===== src/rtl/dmem_arbiter_pkg.sv =====
// Shared types for the two-port data-memory arbiter: FSM state encoding and port indices.
// Latency: n/a (types and constants only).
// Backpressure: n/a.
package dmem_arbiter_pkg;

    typedef enum logic {
        ARB   = 1'b0,
        CLEAR = 1'b1
    } state_e;

    // Round-robin pointer values: the port that wins a simultaneous request.
    localparam logic P0 = 1'b0;
    localparam logic P1 = 1'b1;

endpackage


===== src/rtl/rr_arb2.sv =====
// Two-way round-robin arbiter; the pointer names the port favoured on a tie.
// Latency: grants are combinational from req/en/pointer; the pointer moves at the edge after a grant.
// Backpressure: a non-granted requester simply sees gnt=0 and must hold its request.
// Ports: clk, rst (sync active-low); en gates all grants; req0/req1 in; gnt0/gnt1 out (one-hot or zero).
module rr_arb2
    import dmem_arbiter_pkg::*;
(
    input  logic clk,
    input  logic rst,
    input  logic en,
    input  logic req0,
    input  logic req1,
    output logic gnt0,
    output logic gnt1
);

    logic ptr_q;
    logic ptr_d;

    always_comb begin
        gnt0  = 1'b0;
        gnt1  = 1'b0;
        ptr_d = ptr_q;
        if (en) begin
            if (req0 && (!req1 || ptr_q == P0)) begin
                gnt0 = 1'b1;
            end else if (req1) begin
                gnt1 = 1'b1;
            end
        end
        // Hand priority to the loser; an idle cycle leaves the pointer alone.
        if (gnt0) begin
            ptr_d = P1;
        end else if (gnt1) begin
            ptr_d = P0;
        end
    end

    always_ff @(posedge clk) begin
        if (!rst) begin
            ptr_q <= P0;
        end else begin
            ptr_q <= ptr_d;
        end
    end

endmodule


===== src/rtl/dmem_arbiter.sv =====
// Two-port (core p0, debug/DMA p1) round-robin arbiter in front of a single-port data memory.
// Latency: grant and memory drive are combinational; read data/rvalid are registered, one cycle after grant.
// Backpressure: one access per cycle; the losing port sees gnt=0 and must hold req/addr/we/wdata.
// Ports: clk, rst (sync active-low); pX_req/we/addr/wdata in, pX_gnt/rdata/rvalid/err out for X=0,1;
//        mem_A/mem_WD/mem_WE out, mem_RD in (combinational read); clr_start in, clr_busy out.
// Optional macro DMEM_ARB_CLEAR_EN adds a CLEAR state that zero-fills all DEPTH words; without it
// clr_start is ignored and clr_busy is tied low.
module dmem_arbiter
    import dmem_arbiter_pkg::*;
#(
    parameter int DATA_W = 32,
    parameter int DEPTH  = 100
) (
    input  logic              clk,
    input  logic              rst,
    input  logic              p0_req,
    input  logic              p0_we,
    input  logic [31:0]       p0_addr,
    input  logic [DATA_W-1:0] p0_wdata,
    output logic              p0_gnt,
    output logic [DATA_W-1:0] p0_rdata,
    output logic              p0_rvalid,
    output logic              p0_err,
    input  logic              p1_req,
    input  logic              p1_we,
    input  logic [31:0]       p1_addr,
    input  logic [DATA_W-1:0] p1_wdata,
    output logic              p1_gnt,
    output logic [DATA_W-1:0] p1_rdata,
    output logic              p1_rvalid,
    output logic              p1_err,
    output logic [31:0]       mem_A,
    output logic [DATA_W-1:0] mem_WD,
    output logic              mem_WE,
    input  logic [DATA_W-1:0] mem_RD,
    input  logic              clr_start,
    output logic              clr_busy
);

    state_e state_q;
    state_e state_d;
    logic   arb_en;

    logic p0_oor;
    logic p1_oor;
    assign p0_oor = (p0_addr >= 32'(DEPTH));
    assign p1_oor = (p1_addr >= 32'(DEPTH));

    // ---------------------------------------------------------------- FSM
`ifdef DMEM_ARB_CLEAR_EN
    logic [31:0] clr_cnt_q;
    logic [31:0] clr_cnt_d;

    always_comb begin
        state_d   = state_q;
        clr_cnt_d = clr_cnt_q;
        arb_en    = 1'b0;
        clr_busy  = 1'b0;
        case (state_q)
            ARB: begin
                // A clear request wins over any pending port request this cycle.
                arb_en = rst && !clr_start;
                if (clr_start) begin
                    state_d   = CLEAR;
                    clr_cnt_d = '0;
                end
            end
            CLEAR: begin
                clr_busy = 1'b1;
                if (clr_cnt_q == 32'(DEPTH - 1)) begin
                    state_d   = ARB;
                    clr_cnt_d = '0;
                end else begin
                    clr_cnt_d = clr_cnt_q + 32'd1;
                end
            end
            default: state_d = ARB;
        endcase
    end

    always_ff @(posedge clk) begin
        if (!rst) begin
            state_q   <= ARB;
            clr_cnt_q <= '0;
        end else begin
            state_q   <= state_d;
            clr_cnt_q <= clr_cnt_d;
        end
    end
`else
    logic unused_clr_start;
    assign unused_clr_start = clr_start;
    assign clr_busy         = 1'b0;

    always_comb begin
        state_d = ARB;
        arb_en  = rst && (state_q == ARB);
    end

    always_ff @(posedge clk) begin
        if (!rst) begin
            state_q <= ARB;
        end else begin
            state_q <= state_d;
        end
    end
`endif

    // ---------------------------------------------------------- arbitration
    rr_arb2 u_arb (
        .clk  (clk),
        .rst  (rst),
        .en   (arb_en),
        .req0 (p0_req),
        .req1 (p1_req),
        .gnt0 (p0_gnt),
        .gnt1 (p1_gnt)
    );

    // ------------------------------------------------------ memory datapath
    always_comb begin
        mem_A  = '0;
        mem_WD = '0;
        mem_WE = 1'b0;
        p0_err = 1'b0;
        p1_err = 1'b0;
        if (p0_gnt) begin
            mem_A  = p0_addr;
            mem_WD = p0_wdata;
            mem_WE = p0_we && !p0_oor;
            p0_err = p0_oor;
        end else if (p1_gnt) begin
            mem_A  = p1_addr;
            mem_WD = p1_wdata;
            mem_WE = p1_we && !p1_oor;
            p1_err = p1_oor;
        end
`ifdef DMEM_ARB_CLEAR_EN
        if (state_q == CLEAR) begin
            mem_A  = clr_cnt_q;
            mem_WD = '0;
            mem_WE = 1'b1;
        end
`endif
    end

    // ------------------------------------------------------- read registers
    logic              p0_rvalid_q, p0_rvalid_d;
    logic              p1_rvalid_q, p1_rvalid_d;
    logic [DATA_W-1:0] p0_rdata_q,  p0_rdata_d;
    logic [DATA_W-1:0] p1_rdata_q,  p1_rdata_d;

    always_comb begin
        p0_rvalid_d = p0_gnt && !p0_we;
        p1_rvalid_d = p1_gnt && !p1_we;
        p0_rdata_d  = p0_rdata_q;
        p1_rdata_d  = p1_rdata_q;
        // Out-of-range reads still complete, returning zero.
        if (p0_rvalid_d) begin
            p0_rdata_d = p0_oor ? '0 : mem_RD;
        end
        if (p1_rvalid_d) begin
            p1_rdata_d = p1_oor ? '0 : mem_RD;
        end
    end

    always_ff @(posedge clk) begin
        if (!rst) begin
            p0_rvalid_q <= 1'b0;
            p1_rvalid_q <= 1'b0;
            p0_rdata_q  <= '0;
            p1_rdata_q  <= '0;
        end else begin
            p0_rvalid_q <= p0_rvalid_d;
            p1_rvalid_q <= p1_rvalid_d;
            p0_rdata_q  <= p0_rdata_d;
            p1_rdata_q  <= p1_rdata_d;
        end
    end

    assign p0_rvalid = p0_rvalid_q;
    assign p1_rvalid = p1_rvalid_q;
    assign p0_rdata  = p0_rdata_q;
    assign p1_rdata  = p1_rdata_q;

endmodule


===== config.mk =====
export PLATFORM = sky130hd
export DESIGN_NAME = dmem_arbiter
export DESIGN_NICKNAME = d
export VERILOG_FILES = /design/src/rtl/dmem_arbiter_pkg.sv /design/src/rtl/rr_arb2.sv /design/src/rtl/dmem_arbiter.sv
export SDC_FILE = /design/constraint.sdc
export NUM_CORES = 1
export LEC_CHECK = 0
export ABC_AREA = 1
export CORE_MARGIN = 3
export CORE_UTILIZATION = 29
export DETAILED_ROUTE_END_ITERATION = 12
export GPL_TIMING_DRIVEN = 0
export PLACE_DENSITY_LB_ADDON = 0.2
export RECOVER_POWER = 50
export SETUP_SLACK_MARGIN = 0.2
export SLEW_MARGIN = 20
export SYNTH_ARGS = -nofsm -noshare
export SYNTH_HDL_FRONTEND = slang
export SYNTH_SLANG_ARGS = --single-unit

===== constraint.sdc =====
create_clock -name clk -period 1.4 [get_ports clk]
set_input_delay 0.28 -clock clk [delete_from_list [all_inputs] [get_ports clk]]
set_output_delay 0.28 -clock clk [all_outputs]
set_load 0.03 [all_outputs]

; ---- Word level (Yosys, flattened, before mapping)
; Index checks and enable logic that the tools add are counted.
[totals]
output_inout_bits = 136
word_cells = 38
ff_bits = 67
ramBits = 0
rom_bits = 0
latchBits = 0
n_memories = 0
input_bits = 167
[op_classes]
n_reduce_logical = 12
mux = 18
eq_ne = 0
order_cmp = 2
div_mod_pow = 0
n_shift = 0
n_bitwise = 1
addsub = 0
mul = 0
[op_table]
columns = op, count
row1 = 2-to-1 mux 32 bit, 6
row2 = ">= comparator 32 x 7 -> 1 bit, second input constant", 2
row3 = 2-to-1 mux 1 bit, 12
row4 = logical AND 1 bit, 5
row5 = logical NOT 1 bit, 5
row6 = nonzero test 2 bit, 1
row7 = logical OR 1 bit, 1
row8 = inverter 1 bit, 1

; ---- Longest topological paths before layout
[depth]
word_depth = 7
ltp_mapped = 8

; ---- Hierarchy
; A second synthesis with hierarchy kept.
[unflattened]
hier_cells = 581
area_unflattened_um2 = 3764.9
[by_module_without_submodules]
columns = module, cells_per_inst, instances, area_each_um2
row1 = dmem_arbiter, 567, 1, 3692.3
row2 = rr_arb2, 14, 1, 72.6

; ---- Worst setup path before layout
; OpenSTA, ideal clock, no wires.
[synth_timing]
path_kind = reg2out
startpoint = reg u_arb.ptr_q
endpoint = out mem_A[17]
path_slack_ns = -0.306
path_stages_with_launch = 5
path_buffers = 1
arrival_time_ns = 1.426
path_cell_list = dfxtp_1 > nand2_1 > nand3_2 > clkbuf_1 > o21ai_0
[synth_between]
elab_chain_len = 7
elab_cells_between_ends = 9
cone_classes = mux: 6 / bitwise: 1 / reduce/logical: 2
[synth_lines]
columns = item, line_no
row1 = start: declaration, rr_arb2.sv:17  ; logic ptr_q;
row2 = start signal: assignment, rr_arb2.sv:43  ; ptr_q <= ptr_d;
row3 = inverter 1 bit (*), rr_arb2.sv:25  ; if (req0 && (!req1 || ptr_q == P0)) begin
row4 = logical OR 1 bit (*), rr_arb2.sv:25
row5 = logical AND 1 bit (*), rr_arb2.sv:25
row6 = 2-to-1 mux 1 bit, rr_arb2.sv:25
row7 = 2-to-1 mux 1 bit, rr_arb2.sv:24  ; if (en) begin
row8 = 2-to-1 mux 32 bit, dmem_arbiter.sv:132  ; end else if (p1_gnt) begin
row9 = 2-to-1 mux 32 bit (*), dmem_arbiter.sv:127  ; if (p0_gnt) begin
row10 = end: declaration, dmem_arbiter.sv:32  ; output logic [31:0] mem_A,
; Mark *: on every way between the ends. The rest lies on a longest branch, timed or not.

; ---- Worst setup path after layout
[layout_timing]
startpoint = reg u_arb.ptr_q
endpoint = out mem_WD[3]
[layout_between]
elab_chain_len = 7
elab_cells_between_ends = 9
cone_classes = mux: 6 / bitwise: 1 / reduce/logical: 2
[layout_lines]
columns = item, line_no
row1 = inverter 1 bit (*), rr_arb2.sv:25
row2 = logical OR 1 bit (*), rr_arb2.sv:25
row3 = logical AND 1 bit (*), rr_arb2.sv:25
row4 = 2-to-1 mux 1 bit, rr_arb2.sv:25
row5 = 2-to-1 mux 1 bit, rr_arb2.sv:24
row6 = 2-to-1 mux 32 bit, dmem_arbiter.sv:132
row7 = 2-to-1 mux 32 bit (*), dmem_arbiter.sv:127
row8 = end: declaration, dmem_arbiter.sv:33  ; output logic [DATA_W-1:0] mem_WD,
; Marks and branches as above.

==> reports/qor.yml <==
reg2reg_slack_ps: -510
cts_max_path_buffers: 2
die_w_microns: 117
rsz0062_at_grt: "yes"
worst-setup-path-type: "flip-flop to output port"
arrival_ps: 1650
fin_cells: 1015
ioPinCount: 303
dieArea_sq_um: 13700
synth_top_family_by_area: "compound AO/OA/AOI/OAI gates"
synth.cell_area_sq_um: 3580
core_sq_um: 11800
synth_seq_cells: 67
synth_most_common_cell: "dfxtp_1"
clkTransAtPathRegs_ps: 60
fmax_ghz: 0.519
reg2reg_depth: 12
ys_types: 23
post-route-worst-setup-slack_ps: -528
grt_use_total_pct: 31.7
post_drt_via_cell_ratio: 5.40
yosys-top-cells-count: "dfxtp_1 (67), a21oi_1 (66), nand4_1 (64), o21ai_0 (57), a22o_1 (50)"
syn_nets: 637
fin_crit_ps: 1930
clock-sinks: 67
syn_area_per_cell_sq_um: 7.61
synth_compound_area_share_pct: 33.4
routabilityCongestion: 0.930
die_h_microns: 117
async_reset_ff_share_pct: 0
synthFlopType: "dfxtp_1"
violations: "negative setup slack"
critPathLaunchType: "flip-flop"
hold_depth: 2
rows: 39
vias: 5486
hold_viol: 0
dr.pass1.iters: 5
yosysSeqAreaShare_pct: 37.5
max-vdd-ir-drop_mv: 0.838
synthToLayoutAreaGrowth_pct: 125
antenna_found_initial: 14
synth_edf_count: 0
p_leak_nw: 3.57
status: "finished, violations left"
start_util_pct: 30.4
hpwl_microns: 17300
dp_slack_ps: -1540
drive_above_1_share_pct: 42.4
r2r-end: "p1_rdata[0]"
slew_violations: 0
cts_made_buffers: 9
grt_pass1_wl_microns: 32200
synth_cells: 470
drcViolationCount: 0
hold_end: "u_arb.ptr_q"
cp_max_fo: 6
synth_top_area_share_pct: 37.5
yosysWarnings: 0
p_per_area_nw_per_um2: 811
routedWlPerCell_microns: 22.6
end_kind: "output port"
skew_ps: 7.74
drt_iter0_markers: 387
power.total_mw: 6.52
required_ps: 1120
drtAntennaViolNets: 0
r2r-start: "u_arb.ptr_q"
period_share_pct: 138
grt_max_degree: 13
cts_htree_levels: 3
grt_pass1_vias: 5439
cts_root_buf: "clkbuf_16"
portBuffers: 300
yosys.area.top_type: "dfxtp_1"
yosys.area_share.simple_pct: 18.8
overflow: 0
fin_nets: 1004
hp-start: "p0_req"
synth_area_leaders: "dfxtp_1 (37%), a22o_1 (12%), nand4_1 (11%)"
dp_cells: 934
routed_wirelength_microns: 23000
holdBufCountCts: 0
min_path_type: "input port to flip-flop"
clock_latency_ps: 340
setup_viol: 135
max_cap_violations: 0
synthMuxAreaShare_pct: 0
synth_adder_area_share_pct: 0
cts_tree: "yes"
synth-xor-area-share_pct: 0
repair_timing:
item / CTS / global route
setup endpoints to repair: 201 / 146
pin swaps: 45 / 5
cloned: 6 / 4
resized for setup: 957 / 64
endpoints found under the hold margin: 0 / 0
buffers inserted: 39 / 7
critical path: stages (launching register included):
cell and delay [ps]:
dfxtp_4 360, o211ai_4 220, inv_4 80, buf_8 140, buf_6 130, a22o_4 230, buf_6 140
metal layers:
| layer | up-vias | wire length [microns] | GRT usage (%) |
|---|---|---|---|
| met4 | 10 | 797 | 12.7 |
| met1 | 2627 | 9190 | 38.7 |
| met3 | 62 | 2190 | 11.9 |
| met5 | - | 57 | 0 |
| met2 | 285 | 10700 | 50.5 |
| li1 | 2502 | - | - |
power by group:
part	total (mW)	switching (mW)	internal, mW
clock	2.29	0.862	1.43
combinational	2.18	1.16	1.02
sequential	2.05	0.0523	2.00
total	6.52	2.08	4.44
cells in the final DEF (no fill, tap or decap), types with 5 or more instances in the layout:
cell type / n
a21oi_1: 61
a22o_2: 9
a22o_4: 41
buf_2: 74
buf_4: 60
buf_6: 44
buf_8: 13
clkbuf_1: 34
clkbuf_16: 13
clkbuf_4: 9
clkbuf_8: 6
clkdlybuf4s15_1: 8
clkdlybuf4s50_1: 104
dfxtp_1: 66
diode_2: 9
dlygate4sd2_1: 41
inv_1: 6
inv_2: 11
nand2_1: 14
nand2_2: 6
nand3_2: 5
nand4_1: 64
nor2_1: 15
nor2_2: 7
nor2_4: 9
o21ai_0: 23
o21ai_1: 44
o21ai_2: 8
flip-flops by register name, summed over array words and instances, names as in the netlist:
signal       cells
p1_rdata        32
p0_rvalid        1
u_arb.ptr_q      1
p1_rvalid        1
p0_rdata        32
area by class of cell:
| class | count | area (sq um) |
|---|---|---|
| fill | 985 | 3720 |
| timing repair buffer | 356 | 3050 |
| multi-input combinational | 327 | 2500 |
| sequential | 67 | 1350 |
| buffer | 52 | 477 |
| clock buffer | 10 | 239 |
| tap | 164 | 205 |
| inverter | 24 | 130 |
| clock inverter | 6 | 65.1 |
| antenna | 9 | 22.5 |
per-stage QoR:
stage / hold slack (ps) / utilization [%] / setup TNS [ps] / cell area, sq um
2_1_floorplan: 418 / - / -4710 / 4000
3_3_place_gp: 509 / 61.3 / -133930 / 7200
3_5_place_dp: 509 / 61.3 / -138760 / 7200
4_1_cts: 462 / 65.7 / -45380 / 7730
5_1_grt: 456 / 68.3 / -60010 / 8040
6_report: 444 / 68.4 / -51980 / 8040
worst max path at each step:
stage                startpoint      endpoint  slack (ps)  depth (start not counted)
floorplan           u_arb.ptr_q     mem_A[11]        -140                          5
global placement         p0_req     mem_A[18]       -1490                          8
detailed placement       p0_req     mem_A[18]       -1540                          8
CTS                 u_arb.ptr_q     mem_A[18]        -550                          6
global route        u_arb.ptr_q  p1_rdata[19]        -580                         11
finish              u_arb.ptr_q     mem_WD[3]        -530                          6
cells by family after synthesis:
family | after synthesis
other | 1
flip-flops | 67
AO/OA/AOI/OAI | 196
buffers and inverters | 76
AND/OR/NAND/NOR | 130
(Power assumes the default switching activity.)
